==> config.mk <==
export PLATFORM = sky130hd
export DESIGN_NAME = instruction_fetch_unit_flat
export DESIGN_NICKNAME = d
export VERILOG_FILES = /design/src/rtl/instruction_fetch_unit_pkg.sv /design/src/rtl/instruction_fetch_unit_if.sv /design/src/rtl/instruction_fetch_unit_fetch_buffer.sv /design/src/rtl/instruction_fetch_unit.sv /design/src/flat_wrapper.sv
export SDC_FILE = /design/constraint.sdc
export NUM_CORES = 1
export LEC_CHECK = 0
export BUFFER_PORTS_ARGS = -buffer_cell sky130_fd_sc_hd__buf_2
export CAP_MARGIN = 5
export CORE_ASPECT_RATIO = 0.75
export CORE_UTILIZATION = 45
export CTS_CLUSTER_SIZE = 16
export DETAILED_ROUTE_END_ITERATION = 8
export PLACE_DENSITY_LB_ADDON = 0.12
export SETUP_SLACK_MARGIN = 0.2
export SKIP_CTS_REPAIR_TIMING = 1
export SYNTH_ARGS = -nofsm -noshare
export SYNTH_HDL_FRONTEND = slang
export SYNTH_SLANG_ARGS = --single-unit
==> constraint.sdc <==
create_clock -name clk -period 3.9 [get_ports clk]
set_clock_uncertainty 0.05 [all_clocks]
set_input_delay 0.195 -clock clk [delete_from_list [all_inputs] [get_ports clk]]
set_output_delay 0.195 -clock clk [all_outputs]
set_load 0.01 [all_outputs]
==> src/rtl/instruction_fetch_unit_pkg.sv <==
// Shared constants for the instruction fetch unit: word geometry, the
// invalid-instruction encoding and FSM state codes.
package instruction_fetch_unit_pkg;
  localparam int INSTR_W     = 32;
  localparam int INSTR_BYTES = 4;
  localparam logic [INSTR_W-1:0] ZERO_INSTR = 32'h0;

  // FSM encodings kept as plain constants for legacy tools
  localparam logic [0:0] ST_RUN  = 1'b0;
  localparam logic [0:0] ST_HALT = 1'b1;

  // A byte address is a legal instruction target only on a word boundary
  function automatic logic word_aligned(input logic [1:0] lsb);
    return lsb == 2'b00;
  endfunction
endpackage

==> src/rtl/instruction_fetch_unit_if.sv <==
// Fetch unit bus bundle: program-memory read port, redirect request and
// the decode-side valid/ready handshake plus status.
interface instruction_fetch_unit_if #(
  parameter int PC_WIDTH  = 12,
  parameter int OPD_WIDTH = 32
);
  import instruction_fetch_unit_pkg::*;

  logic [PC_WIDTH-1:0]  pmem_addr;
  logic [INSTR_W-1:0]   pmem_data;
  logic [OPD_WIDTH-1:0] pmem_pc;
  logic                 redirect_en;
  logic [PC_WIDTH-1:0]  redirect_pc;
  logic [INSTR_W-1:0]   instr;
  logic [OPD_WIDTH-1:0] instr_pc;
  logic                 instr_valid;
  logic                 instr_ready;
  logic                 halted;
  logic                 misalign_err;

  // Fetch unit side
  modport master (
    output pmem_addr, instr, instr_pc, instr_valid, halted, misalign_err,
    input  pmem_data, pmem_pc, redirect_en, redirect_pc, instr_ready
  );

  // Memory / decode / control side
  modport slave (
    input  pmem_addr, instr, instr_pc, instr_valid, halted, misalign_err,
    output pmem_data, pmem_pc, redirect_en, redirect_pc, instr_ready
  );
endinterface

==> src/rtl/instruction_fetch_unit_fetch_buffer.sv <==
// Two-entry FIFO holding returned {instruction word, pc} pairs between the
// memory return and decode. Flush wins over push; push+pop at any count.
module instruction_fetch_unit_fetch_buffer #(
  parameter int W = 64
) (
  input  logic         clk,
  input  logic         rst,
  input  logic         push,
  input  logic         pop,
  input  logic         flush,
  input  logic [W-1:0] din,
  output logic [W-1:0] dout,
  output logic         full,
  output logic         empty,
  output logic [1:0]   count
);
  logic [1:0][W-1:0] mem;
  logic              wr_ptr, rd_ptr;
  logic [1:0]        cnt;
  logic              do_push, do_pop;

  assign do_pop  = pop & (cnt != 2'd0);
  // A full buffer still accepts a push when the head leaves the same cycle
  assign do_push = push & ((cnt != 2'd2) | do_pop);

  assign dout  = mem[rd_ptr];
  assign full  = (cnt == 2'd2);
  assign empty = (cnt == 2'd0);
  assign count = cnt;

  // Storage, pointers and occupancy; flush discards everything queued
  always_ff @(posedge clk) begin
    if (!rst) begin
      mem    <= '0;
      wr_ptr <= 1'b0;
      rd_ptr <= 1'b0;
      cnt    <= 2'd0;
    end else if (flush) begin
      wr_ptr <= 1'b0;
      rd_ptr <= 1'b0;
      cnt    <= 2'd0;
    end else begin
      if (do_push) begin
        mem[wr_ptr] <= din;
        wr_ptr      <= ~wr_ptr;
      end
      if (do_pop) rd_ptr <= ~rd_ptr;
      cnt <= cnt + {1'b0, do_push} - {1'b0, do_pop};
    end
  end
endmodule

==> src/rtl/instruction_fetch_unit.sv <==
// Instruction fetch unit: issues word fetches to program memory, absorbs
// the 1-cycle read latency in a 2-entry buffer, and presents tagged words
// to decode. Handles redirects, misaligned targets and the all-zero halt.
module instruction_fetch_unit
  import instruction_fetch_unit_pkg::*;
#(
  parameter int          PC_WIDTH  = 12,
  parameter int          OPD_WIDTH = 32,
  parameter int unsigned RESET_PC  = 0
) (
  input  logic                     clk,
  input  logic                     rst,
  instruction_fetch_unit_if.master bus
);
  localparam int BUF_W = INSTR_W + OPD_WIDTH;

  logic [0:0]          state;
  logic [PC_WIDTH-1:0] fetch_pc;
  logic                inflight;
  logic                misalign_q;

  logic                pop, push, flush, fire, credit_ok;
  logic                halt_now, redir_ok, redir_bad;
  logic                full, empty;
  logic [1:0]          count;
  logic [BUF_W-1:0]    head;
  logic [INSTR_W-1:0]  head_word;

  assign head_word = head[BUF_W-1 -: INSTR_W];

  assign pop       = ~empty & bus.instr_ready;
  assign redir_ok  = bus.redirect_en &  word_aligned(bus.redirect_pc[1:0]);
  assign redir_bad = bus.redirect_en & ~word_aligned(bus.redirect_pc[1:0]);
  // Delivering the all-zero word stops fetch; a same-cycle redirect overrides
  assign halt_now  = pop & (head_word == ZERO_INSTR) & ~bus.redirect_en;
  assign flush     = bus.redirect_en | halt_now;
  assign push      = inflight & ~flush;

  // Buffered + in-flight words may never exceed the two buffer slots. A slot
  // vacated by this cycle's pop is counted as free so that a held-high ready
  // sustains one word per cycle.
  assign credit_ok = pop ? ~(full & inflight)
                         : (({1'b0, count} + {2'b00, inflight}) < 3'd2);
  assign fire      = (state == ST_RUN) & ~flush & credit_ok;

  assign bus.pmem_addr    = fetch_pc;
  assign bus.instr_valid  = ~empty;
  assign bus.instr        = empty ? '0 : head_word;
  assign bus.instr_pc     = empty ? '0 : head[OPD_WIDTH-1:0];
  assign bus.halted       = (state == ST_HALT);
  assign bus.misalign_err = misalign_q;

  instruction_fetch_unit_fetch_buffer #(.W(BUF_W)) u_buf (
    .clk   (clk),
    .rst   (rst),
    .push  (push),
    .pop   (pop),
    .flush (flush),
    .din   ({bus.pmem_data, bus.pmem_pc}),
    .dout  (head),
    .full  (full),
    .empty (empty),
    .count (count)
  );

  // FSM, fetch address, in-flight tracking and misalign pulse
  always_ff @(posedge clk) begin
    if (!rst) begin
      state      <= ST_RUN;
      fetch_pc   <= PC_WIDTH'(RESET_PC);
      inflight   <= 1'b0;
      misalign_q <= 1'b0;
    end else begin
      inflight   <= fire;
      misalign_q <= redir_bad;
      if (redir_ok) begin
        state    <= ST_RUN;
        fetch_pc <= bus.redirect_pc;
      end else if (redir_bad || halt_now) begin
        state    <= ST_HALT;
      end else if (fire) begin
        fetch_pc <= fetch_pc + PC_WIDTH'(INSTR_BYTES);
      end
    end
  end
endmodule

==> src/flat_wrapper.sv <==
// flat-port wrapper written by rule: the top's interface ports become plain ports
module instruction_fetch_unit_flat import instruction_fetch_unit_pkg::*;
#(
  parameter int          PC_WIDTH  = 12,
  parameter int          OPD_WIDTH = 32,
  parameter int unsigned RESET_PC  = 0
)
  (clk, rst, bus_pmem_addr, bus_instr, bus_instr_pc, bus_instr_valid, bus_halted, bus_misalign_err, bus_pmem_data, bus_pmem_pc, bus_redirect_en, bus_redirect_pc, bus_instr_ready);
  instruction_fetch_unit_if #(.PC_WIDTH(PC_WIDTH), .OPD_WIDTH(OPD_WIDTH)) bus_i ();
  input  logic clk;
  input  logic rst;
  output wire logic [$bits(bus_i.pmem_addr)-1:0] bus_pmem_addr;
  output wire logic [$bits(bus_i.instr)-1:0] bus_instr;
  output wire logic [$bits(bus_i.instr_pc)-1:0] bus_instr_pc;
  output wire logic [$bits(bus_i.instr_valid)-1:0] bus_instr_valid;
  output wire logic [$bits(bus_i.halted)-1:0] bus_halted;
  output wire logic [$bits(bus_i.misalign_err)-1:0] bus_misalign_err;
  input wire logic [$bits(bus_i.pmem_data)-1:0] bus_pmem_data;
  input wire logic [$bits(bus_i.pmem_pc)-1:0] bus_pmem_pc;
  input wire logic [$bits(bus_i.redirect_en)-1:0] bus_redirect_en;
  input wire logic [$bits(bus_i.redirect_pc)-1:0] bus_redirect_pc;
  input wire logic [$bits(bus_i.instr_ready)-1:0] bus_instr_ready;
  assign bus_pmem_addr = bus_i.pmem_addr;
  assign bus_instr = bus_i.instr;
  assign bus_instr_pc = bus_i.instr_pc;
  assign bus_instr_valid = bus_i.instr_valid;
  assign bus_halted = bus_i.halted;
  assign bus_misalign_err = bus_i.misalign_err;
  assign bus_i.pmem_data = bus_pmem_data;
  assign bus_i.pmem_pc = bus_pmem_pc;
  assign bus_i.redirect_en = bus_redirect_en;
  assign bus_i.redirect_pc = bus_redirect_pc;
  assign bus_i.instr_ready = bus_instr_ready;
  instruction_fetch_unit #(.PC_WIDTH(PC_WIDTH), .OPD_WIDTH(OPD_WIDTH), .RESET_PC(RESET_PC)) u_core (.clk(clk), .rst(rst), .bus(bus_i));
endmodule
==> run summary, run 1 <==
Run status: finished with violations
Failing checks: negative hold slack
Layout fillers: 1495
Row count: 39
CP Launch Type: flop
Final Hold Fails: 9
Hold Path Depth: 3
CTS sink count: 147
Die Span Y: 109.9 µm
Die W: 145.9 µm
Synthesized Nets: 958
Core Area: 15180 µm²
P_leak: 3.065 nW
CP Class: reg -> reg
Largest area contributor in the synthesized netlist: dfxtp_1
Met2 Use GR: 35.82%
Mapped Cells: 875
Post-synth top cells: dfxtp_1, nand3_1, a21oi_1
Largest net degree at the start of global routing: 129
H-tree depth: 4
Area of the multi-input gates: 3586 µm²
Setup TNS: 0 ps
Final hold slack: -10.16 ps
Worst-Skew Late Latency: 420 ps
Worst Max-Slew Pin Slew: 1141 ps
DR pass1 iterations: 5
Avg Vias per Cell: 5.626
Vias in the first global route: 5879
Ys Warns: 0
DR DRC count: 0
Syn-to-layout area delta: 23.41%
FF/Latch Area: 2950 µm²
Hpwl dp: 11720 µm
Synth Register Bits: 147
Unique masters post-synth: 42
Initial antenna violation count: 2
Max-slew headroom: 23.92%
Worst Setup SP: u_core.u_buf.rd_ptr
Synthesized area: 6984 µm²
Layout cell share with drive strength beyond 1: 20.87%
Asr flop ratio synth: 0%
Number of flops mapped to enable cells by yosys: 0
Fin nets: 1081
Setup violations, final: 0
GRT Total Usage: 23.78%
FF-to-FF Start: u_core.u_buf.rd_ptr
P per Cell Area: 418.8 nW/µm²
Port Buf Inserts: 158
Worst path required time: 4100 ps
First-pass GRT wire length: 30610 µm
CTS Buf Count: 17
Arrival time at the worst endpoint: 3480 ps
Critical R2R Capture: u_core.u_buf.count[1]
Max-cap violations: 0
Initial detailed-routing violation count: 552
Die ar.: 16030 µm²
Post-Route WL: 19560 µm
Fmax: 304.9 MHz
Hold path endpoint: u_core.u_buf.mem[5]
Peak VDD IR: 0.3246 mV
Gr busiest metal: met2
CTS clk-pin slew, worst paths: 60 ps
DR WL/cell: 16.06 µm
Initial Utilization: 46.02%
I/O Pins: 159
Crit path capture type: flop
Routability cong.: 0.7692
Mean Syn Cell Area: 7.982 µm²
Met3 usage: 5.851%
Worst Reg2Reg Path Length in Cells: 11
Ranking of synthesized cells by area: dfxtp_1, nand3_1, a21oi_1
Routed Antenna Nets: 0
Prevailing post-synth register cell: dfxtp_1
Max Fanout on Critical Path: 34
Share of the synthesized area in the top cell type: 42.14%
DR vias: 6852
Max-slew violation count: 0
Gr ovfl total: 0
Tmin final: 3280 ps
M1 GR Usage: 34.17%
Min-delay src: bus_pmem_pc[5]
TritonCTS clock tree: done
Post-route clock period utilization: 84.10%
Post-synthesis sequential area ratio: 42.14%
CTS max path bufs: 2
Most frequent cell after synthesis: dfxtp_1
R2r setup slk: 620 ps
Root Driver: clkbuf_16
Class of the worst hold path: in -> reg
RSZ-0062 raised after global routing: false
-- per-layer routing --
layer  wire, µm  share of wire [%]
met5          0                  0
met4        106               0.54
met3       1050                5.4
met2       8705                 44
met1       9701                 50
-- sequential cells by signal, indices dropped and copies added (netlist names) --
| name | cells |
|---|---|
| u_core.bus.pmem_addr | 12 |
| u_core.u_buf.count | 2 |
| u_core.u_buf.wr_ptr | 1 |
| u_core.u_buf.mem | 128 |
| u_core.bus.halted | 1 |
| u_core.inflight | 1 |
| u_core.u_buf.rd_ptr | 1 |
| u_core.bus.misalign_err | 1 |
-- cell families after synthesis --
kind of cell               Yosys count  share of synthesized area [%]
xor gates and xnor gates             4                         0.5017
AOI/OAI and AO/OA                  295                          22.00
muxes                               64                          9.172
DFF                                147                          42.14
and+or+nand+nor                    261                          18.86
adders and majority gates            3                         0.5375
buffers and inverters              101                          6.790
-- layout by cell type (no fill, tap or decap), types with 4 or more instances in the layout --
cell type	synthesis	routed
clkinv_4	0	4
clkbuf_16	0	17
dlygate4sd3_1	0	24
buf_4	2	12
mux2i_1	64	64
a211oi_1	5	5
buf_2	4	158
a31oi_1	4	4
nand2_1	6	6
a21oi_1	129	129
o21ai_1	103	103
inv_1	8	7
o22ai_1	8	8
nand3_1	134	134
clkinv_2	0	4
nor2_1	72	71
or4_1	9	9
nand4_1	5	5
or4b_1	9	9
nor3_1	7	7
nor4_1	4	4
o21ai_0	37	37
bufinv_16	0	4
dfxtp_1	147	145
-- area by class of cell --
class / instances / share of cell area [%]
diodes: 2 / 0.05806
clock buffers: 19 / 5.255
clock inverters: 13 / 2.119
inverters: 10 / 0.5226
multi-input cells: 627 / 41.60
flip-flops and latches: 147 / 34.23
well taps: 205 / 2.976
repair buffers: 195 / 13.24
-- where the power goes --
part | total [W] | internal (W) | leakage, nW | switching (W)
Sequential | 0.00156 | 0.00153 | 1.19 | 0.0000255
Combinational | 0.000298 | 0.000111 | 1.56 | 0.000187
Clock | 0.00175 | 0.00110 | 0.313 | 0.000649
Total | 0.00361 | 0.00275 | 3.06 | 0.000862
-- worst max-delay path, cell delays in order (launching register included) --
cell and delay, ps:
dfxtp_4 650, or4b_1 470, o22ai_1 290, nand4_1 230, o311a_4 500, inv_4 110, ha_1 230, inv_1 60
ha_1 150, xor2_1 180, xnor2_1 130, nor4_1 60
-- through the flow --
step / instance area (µm²) / cells / utilization, % / total power (W) / setup slack, ps
after detailed placement: 7739 / 1160 / 50.99 / 0.001867 / 670.9
after global placement: 7739 / 1160 / 50.99 / 0.001866 / 705.0
after global routing: 8615 / 1216 / 56.76 / 0.003729 / 415.1
after floorplan: 6984 / 875 / - / 0.001764 / 1122
after CTS: 8374 / 1192 / 55.18 / 0.003614 / 646.4
final: 8620 / 1218 / 56.80 / 0.003609 / 620.2
-- how the worst max path moves through the flow --
stage                       endpoint  slack [ps]  cells after the start
6_report       u_core.u_buf.count[1]         620                     11
5_1_grt        u_core.u_buf.count[1]         420                     11
4_1_cts        u_core.u_buf.count[1]         650                     11
3_5_place_dp   u_core.u_buf.count[1]         670                     11
3_3_place_gp   u_core.u_buf.count[1]         710                     11
2_1_floorplan  u_core.u_buf.count[1]        1120                     13
Power figures use the tool's default switching activity.
==> inputs of run 2 (changes only) <==
==> constraint.sdc (replaced) <==
create_clock -name clk -period 2.9 [get_ports clk]
set_clock_uncertainty 0.05 [all_clocks]
set_input_delay 0.145 -clock clk [delete_from_list [all_inputs] [get_ports clk]]
set_output_delay 0.145 -clock clk [all_outputs]
set_load 0.01 [all_outputs]
==> run 2 against run 1 <==
- worst hold slack worse by 13 ps
- the run still ends with negative hold slack left
- die area unchanged
- largest cell class unchanged
- flip-flop and latch count unchanged
- non-clock buffer count up 54
- register-to-register slack got worse by 510 ps
- maximum frequency rose by 18%
- total power increased by 39%
- global-route usage rose by 0.13 points
- combinational power is 63% higher
==> run summary, run 2 (synthesis gave the netlist of run 1 again) <==
Run status: finished with violations
Failing checks: negative hold slack
Max-slew violation count: 0 (unchanged)
P per Cell Area: 541.8 nW/µm² (+29%)
Final Hold Fails: 4 (-5)
Commonest non-fill, non-tap cells in the layout: buf_2, dfxtp_1, nand3_1
Most flops, register: u_core.u_buf.mem
DR pass1 iterations: 6 (+1)
Setup violations, final: 0 (unchanged)
R2r setup slk: 110 ps (-510 ps)
Final hold slack: -23.47 ps (-13.30 ps)
P_leak: 3.349 nW (+9.3%)
CP Class: reg -> reg
Vias in the first global route: 5795 (-1.4%)
CP Launch Type: flop
Initial antenna violation count: 0 (-2)
Slowest stage cell, crit path: or4b_4
CTS sink count: 147 (unchanged)
Non-Filler Instances: 1269 (+4.2%)
FF/Latch Area: 2950 µm² (unchanged)
Arrival time at the worst endpoint: 3060 ps (-420 ps)
Worst Max-Slew Pin Slew: 976.3 ps (-164.9 ps)
Max FFs per register: 128 (unchanged)
Class of the worst hold path: in -> reg
FF-to-FF Start: u_core.u_buf.rd_ptr
Die Span Y: 109.9 µm (unchanged)
TritonCTS clock tree: done
Routed Antenna Nets: 0 (unchanged)
Syn-to-layout area delta: 33.02%
Placed cell area: 7805 µm² (+0.86%)
Avg Vias per Cell: 5.584 (-0.74%)
Root Driver: clkbuf_16
DR WL/cell: 16.34 µm (+1.7%)
Worst Reg2Reg Path Length in Cells: 12 (+1)
Core Area: 15180 µm² (unchanged)
DR vias: 7086 (+3.4%)
DP Cell Count: 1163 (+0.26%)
Fin nets: 1135 (+5.0%)
Routability cong.: 0.7598 (-1.2%)
Max-slew headroom: 34.92% (+11 points)
Hold path endpoint: u_core.u_buf.mem[109]
Worst Setup SP: u_core.u_buf.rd_ptr
Worst-Skew Late Latency: 420 ps (about the same)
Critical R2R Capture: u_core.u_buf.count[1]
Area of the multi-input gates: 3685 µm² (+2.8%)
Worst path required time: 3180 ps (-920 ps)
Worst-path cell chain: buf_6, or4b_4, o22ai_2, nand2_2, o311a_4, inv_4, ha_4, inv_2, ha_4, xor2_2, xnor2_1, nor4_1
Final Cell Area: 9290 µm² (+7.8%)
Row count: 39 (unchanged)
Initial detailed-routing violation count: 533 (-3.4%)
Post-route clock period utilization: 96.10% (+12 points)
Hold Path Depth: 3 (unchanged)
Hpwl dp: 11770 µm (+0.43%)
Crit path buf inv count: 3 (+1)
Max Fanout on Critical Path: 7 (-79%)
RSZ-0062 raised after global routing: true
Fmax: 358.8 MHz (+18%)
CP top delay family: simple AND/OR/NAND/NOR gates
Post-Route WL: 20730 µm (+6.0%)
Layout fillers: 1412 (-5.6%)
GRT Total Usage: 23.91% (+0.13 points)
Largest net degree at the start of global routing: 129 (unchanged)
Worst path max stage delay: 460 ps (-190 ps)
CP dominant cell by count: ha_4
Max-cap violations: 0 (unchanged)
CTS Buf Count: 17 (unchanged)
Commonest non-fill, non-tap cell in the layout: buf_2
Gr ovfl total: 0 (unchanged)
DR DRC count: 0 (unchanged)
Port Buf Inserts: 158 (unchanged)
First-pass GRT wire length: 30730 µm (+0.41%)
Tmin final: 2787 ps (-493.0 ps)
CTS clk-pin slew, worst paths: 60 ps (about the same)
Layout cell share with drive strength beyond 1: 22.18% (+1.3 points)
H-tree depth: 4 (unchanged)
I/O Pins: 159 (unchanged)
Antenna cell count: 0 (-2)
Initial Utilization: 46.02% (unchanged)
CTS max path bufs: 2 (unchanged)
Crit path capture type: flop
Die W: 145.9 µm (unchanged)
Die ar.: 16030 µm² (unchanged)
Peak VDD IR: 0.3863 mV (+19%)
Min-delay src: bus_pmem_data[13]
-- run 2: cell count changes in the layout (fill, tap and decap cells not counted), moves of 3 or more --
cell,before,now
dlygate4sd3_1,24,66
buf_12,1,4
clkinv_4,4,0
buf_4,12,19
o22ai_1,8,2
o22ai_2,0,5
-- run 2: stage by stage --
| step | power, W | worst slack [ps] | util, % | TNS (ps) |
|---|---|---|---|---|
| 3_3_place_gp | 0.002520 | -18.13 | 51.43 | -18.13 |
| 4_1_cts | 0.004968 | -94.95 | 55.76 | -617.7 |
| 6_report | 0.005034 | 113.2 | 61.22 | 0 |
| 2_1_floorplan | 0.002374 | 135.9 | - | 0 |
| 5_1_grt | 0.005213 | -60.94 | 61.22 | -76.73 |
| 3_5_place_dp | 0.002521 | -78.16 | 51.43 | -204.3 |
-- run 2: routing by layer --
layer  vias to the layer above  GRT usage [%]  share of wire [%]
met5                         -              0                  0
li1                       3516              -                  -
met4                         0          6.165               0.89
met2                       213          34.21                 45
met1                      3342          35.65                 49
met3                        15          5.311                5.7
-- run 2: worst register-to-register path: stages (launching register included) --
cell and delay (ps):
dfxtp_4 410, buf_6 140, or4b_4 460, o22ai_2 180, nand2_2 120, o311a_4 420, inv_4 80, ha_4 190
inv_2 60, ha_4 130, xor2_2 160, xnor2_1 80, nor4_1 210
-- run 2: how the worst max path moves through the flow --
stage / cells after the start / slack, ps / to
6_report: 12 / 110 / u_core.u_buf.count[1]
5_1_grt: 12 / -60 / u_core.u_buf.count[1]
4_1_cts: 11 / -90 / u_core.u_buf.count[1]
3_5_place_dp: 11 / -80 / u_core.u_buf.count[1]
3_3_place_gp: 11 / -20 / u_core.u_buf.count[1]
2_1_floorplan: 13 / 140 / u_core.u_buf.count[1]
-- run 2: area by class of cell --
cell class	count	share of cell area [%]
clock buffers	21	5.172
multi-input cells	627	39.66
clock inverters	10	1.899
repair buffers	249	18.26
flip-flops and latches	147	31.76
inverters	10	0.4848
well taps	205	2.761
-- run 2: power breakdown --
part           internal (W)  switching (W)  total (W)  leakage, nW
logic              0.000213       0.000273   0.000486         1.83
clock network       0.00161       0.000842    0.00245        0.329
registers           0.00206      0.0000365    0.00210         1.19
total               0.00388        0.00115    0.00503         3.35
